===== config.mk =====
export PLATFORM = sky130hd
export DESIGN_NAME = lc3b_mar_mux
export DESIGN_NICKNAME = d
export VERILOG_FILES = /design/src/rtl/lc3b_mar_mux.sv
export SDC_FILE = /design/constraint.sdc
export NUM_CORES = 1
export LEC_CHECK = 0
export ABC_CLOCK_PERIOD_IN_PS = 950
export BUFFER_PORTS_ARGS = -buffer_cell sky130_fd_sc_hd__buf_4
export CORE_ASPECT_RATIO = 0.9
export CORE_MARGIN = 2
export CORE_UTILIZATION = 40
export CTS_CLUSTER_DIAMETER = 30
export DETAILED_ROUTE_END_ITERATION = 12
export HOLD_SLACK_MARGIN = 0.08
export PLACE_DENSITY = 0.78
export REMOVE_ABC_BUFFERS = 1
export SLEW_MARGIN = 0
export SYNTH_ARGS = -nofsm -noshare
export SYNTH_HDL_FRONTEND = slang
export SYNTH_SLANG_ARGS = --single-unit

===== constraint.sdc =====
create_clock -name clk -period 0.95 [get_ports clk]
set_input_delay 0.095 -clock clk [delete_from_list [all_inputs] [get_ports clk]]
set_output_delay 0.095 -clock clk [all_outputs]
set_load 0.02 [all_outputs]

===== src/rtl/lc3b_mar_mux.sv =====
// LC-3b Memory Address Register with a 2:1 source select.
// The MAR loads either the address-adder result or the word-aligned,
// zero-extended trap vector taken from IR[7:0]. It holds between loads and
// clears asynchronously on an active-low reset.
module lc3b_mar_mux #(
  parameter int unsigned WIDTH = 16,
  parameter logic        ADDER = 1'b0,
  parameter logic        IR    = 1'b1
) (
  input  logic             clk,
  input  logic             reset_n,
  input  logic             LD_MAR,
  input  logic             MAR_SEL,
  input  logic [WIDTH-1:0] ir,
  input  logic [WIDTH-1:0] adder,
  output logic [WIDTH-1:0] MAR
);

  // The power-up value matches the reset value, so MAR reads zero before the
  // first load even if reset is never asserted.
  logic [WIDTH-1:0] mar_q = '0;
  logic [WIDTH-1:0] mar_d;
  logic [WIDTH-1:0] trapvect;

  // Only the trap vector byte of IR is used. The upper byte is intentionally ignored.
  logic unused_ir_hi;
  assign unused_ir_hi = ^ir[WIDTH-1:8];

  // ZEXT(trapvect8) << 1. Bit 7 lands in bit 8, and bit 0 is always zero.
  assign trapvect = {{(WIDTH-9){1'b0}}, ir[7:0], 1'b0};

  // Select the next MAR value. If MAR_SEL is not a clean IR code (including X),
  // the adder source is used.
  always_comb begin
    mar_d = mar_q;
    if (LD_MAR) begin
      if (MAR_SEL == IR) mar_d = trapvect;
      else               mar_d = adder;
    end
  end

  // Register with asynchronous active-low clear. Reset has priority over loads.
  always_ff @(posedge clk or negedge reset_n) begin
    if (!reset_n) mar_q <= '0;
    else          mar_q <= mar_d;
  end

  assign MAR = mar_q;

endmodule


**Word level (Yosys, flattened, before mapping)**

Index checks and enable logic that the tools add are counted.
W data, S select, Z words.

- Multiplexer cells: 1

Operator list:

| operator | count |
|---|---|
| $mux W16 | 1 |

- Output and inout bits: 16
- Flip-flop bits (word level): 16
- Input port bits: 36
- Word-level logic and storage cells: 2

**Logic depth before layout (Yosys ltp)**

- Depth in word-level cells: 1
- Gate-level depth with buffers: 4
- Gate-level depth less buffers: 2

**Least setup slack after synthesis**

No wires, ideal clock.

- Path type: reg2reg
- Start: register MAR[1] (netlist name)
- End: register mar_q[1] (netlist: MAR[1])
- Path slack: 0.251 ns
- Required time: 0.825 ns
- Buffers on the path: 0
- Period minus slack after synthesis: 0.699 ns
- Setup time: 0.125 ns
- Cell stages (with the launch flop): 3
- Arrival: 0.573 ns
- Cells stage by stage: dfrtp_1 -> nor2_1 -> a21oi_1

RTL lines:

| item | RTL line | RTL |
|---|---|---|
| end signal: assignment | 45 | `else mar_q <= mar_d;` |
| end: declaration | 21 | `logic [WIDTH-1:0] mar_q = '0;` |

**Final worst setup path**

- Start: register mar_q[1] (netlist: MAR[1])
- End: output MAR[1]

RTL lines:

| item | RTL line | RTL |
|---|---|---|
| end: declaration | 16 | `output logic [WIDTH-1:0] MAR` |

No word-level cell between the ends.

==> impl_metrics.ini <==
[status]
status = finished, final reports clean

[sta]
setup-violations-final = 0
finalCritPeriodShare_pct = 97.4
fin_crit_ns = 0.925
clock_skew_ns = 0
hold_violations = 0
drv_slew = 0
tightest_slew_ns = 0.278
timing.fmax_mhz = 1080
rsz0062_at_grt = yes
worst_hold_slack_ns = 0.109
relSlewSlack_pct = 81.5
setup_tns_ns = 0

[power_and_ir_drop]
pwr-share-seq_pct = 48.4
power.total_mw = 1.62
comb_power_share_pct = 29.8
vdd_drop_max_v = 0.00106
p_int_mw = 1.16
p_switching_uw = 460
clkPwrFrac_pct = 21.8
power_density_nw_per_um2 = 1320
sw_frac_of_total_pct = 28.4
power.leakage_nw = 0.613

[grt]
grt_pass1_wl_um = 2880
grt_start_max_net_pins = 33
track_usage_pct = 17.5
grt_pass1_vias = 664
grt-ovfl-total = 0
grt_antenna_before_repair = 0

[synthesis]
yosysWarnings = 0
ys_seq_elements = 16
netlist_area_sq_um = 722
synth_top_area_share_pct = 55.5
yosys-top-cells-area = dfrtp_1 (55%), mux2i_1 (11%), nand3b_1 (8.3%)
synth_top_cell_by_area = dfrtp_1
synth_area_per_cell_sq_um = 10.5
ys_types = 10
synth_cells = 69
seq_area_frac_synth_pct = 55.5

[clock_tree]
root_buffer = clkbuf_4
clk-insertion-delay-late_ns = 0.27
clkSlewWorstSetupHoldPaths_ns = 0.09
clock_path_buffers = 2
cts_tree = done
htree_levels = 1
clock_sinks = 16
cts_buffers = 3

[worst_setup_path]
startpoint_type = flip-flop
slowest_delay_ns = 0.41
path_cells = buf_6
worst-setup-path-type = flip-flop to output pin
worstPathArrival_ns = 0.83
worst_setup_path_end_kind = output pin
cp_slowest_cell = dfrtp_1
crit_fanout = 2
cp.required_ns = 0.85
cp_num_buf_inv = 1
cp_top_family = flip-flops

[detailed_routing]
drcViolationCount = 0
drtPass1Iterations = 2
routedWlPerCell_um = 12.2
first_iter_violations = 5
vias = 666
routed_via_density = 4.47
ant_nets = 0
routed_wl_um = 1820

[die]
num_rows = 14
start_util_pct = 42.9
pin_count = 52
die_area_sq_um = 2160
dieWidth_um = 48.8
core-area_sq_um = 1680
die_y_um = 44.3

[finish]
final-seq-area_sq_um = 400
largest_reg_flops = 16
nets = 163
drive_above_1_share_pct = 41.6
synthToLayoutAreaGrowth_pct = 70.2
multi_input_area_sq_um = 250
design_area_sq_um = 1230
postLayoutCoreUtil_pct = 73.1
antenna_cells = 0
fill_cells = 130

[min_path]
hold_path_class = input port to flip-flop

[run]
drv_cap = 0

[placed_design]
numPortBuffers = 43
placed_area_sq_um = 1030
gp_congestion = 0.639
dpl.hpwl_um = 1110
==> routing by layer <==
layer	global-route usage [%]	wire length [um]	up-vias
met5	0	0	-
li1	-	-	339
met4	6.86	8	0
met3	5.74	123	2
met1	23.5	844	296
met2	26.6	847	29
==> synth_stat cells <==
| master | count |
|---|---|
| dfrtp_1 | 16 |
| a21oi_1 | 8 |
| inv_1 | 8 |
| mux2i_1 | 8 |
| nand3b_1 | 8 |
| nor2_1 | 8 |
| o21ai_0 | 8 |
| buf_2 | 3 |
| buf_6 | 1 |
| buf_8 | 1 |
==> tightest hold or removal path, delay by kind of cell <==
kind / cells / cell delay [ns]
buf+inv: 1 / 0.07
mux: 1 / 0.05
compound gates: 1 / 0.13
==> stage by stage <==
step | cells | setup slack (ns)
2_1_floorplan | 64 | 0.254
3_3_place_gp | 131 | 0.219
3_5_place_dp | 131 | 0.209
4_1_cts | 143 | 0.0158
5_1_grt | 149 | -0.00879
6_report | 149 | 0.0247
==> worst paths after layout <==
| kind | start | to | slack [ns] | depth (start not counted) |
|---|---|---|---|---|
| setup / recovery | MAR[1] | MAR[1] | 0.02 | 1 |
| hold / removal | adder[1] | MAR[1] | 0.11 | 3 |
| setup reg to reg | MAR[6] | MAR[6] | 0.17 | 3 |
| hold reg to reg | MAR[15] | MAR[15] | 0.53 | 2 |
| max in group asynchronous | reset_n | MAR[12] | 0.56 | 2 |
| min in group asynchronous | reset_n | MAR[4] | 0.20 | 2 |
==> cell type report <==
class | count | area share [%]
Inverter | 8 | 2.44
Clock buffer | 3 | 1.83
Timing Repair Buffer | 58 | 40.3
Sequential cell | 16 | 32.6
Tap cell | 24 | 2.44
Multi-Input combinational cell | 40 | 20.4
==> layout by cell type (no fill, tap or decap) <==
master          n
a21oi_1         8
buf_4          39
buf_6          10
clkbuf_4        3
dfrtp_1        16
dlygate4sd3_1   9
inv_1           8
mux2i_1         8
nand3b_1        8
nor2_1          8
o21ai_0         8
==> power groups by stage <==
stage	clock, mW	sequential [mW]	combinational, mW
6_report	0.353	0.784	0.483
2_1_floorplan	0	0.868	0.0753
3_3_place_gp	0	0.789	0.385
3_5_place_dp	0	0.789	0.393
4_1_cts	0.351	0.777	0.423
5_1_grt	0.394	0.790	0.525
==> what timing repair did <==
action | in CTS | in global routing
endpoints found under the setup margin | 0 | 14
setup buffers | 0 | 6
resized for setup | 0 | 10
hold endpoints to repair | 24 | 0
hold buffers | 9 | 0
==> cell families after synthesis <==
kind of cell | count (synthesis) | share of synthesized area [%]
AOI/OAI and AO/OA | 16 | 11.1
muxes | 8 | 11.1
DFF | 16 | 55.5
buffers and inverters | 13 | 9.88
and+or+nand+nor | 16 | 12.5
Power figures use the tool's default switching activity.
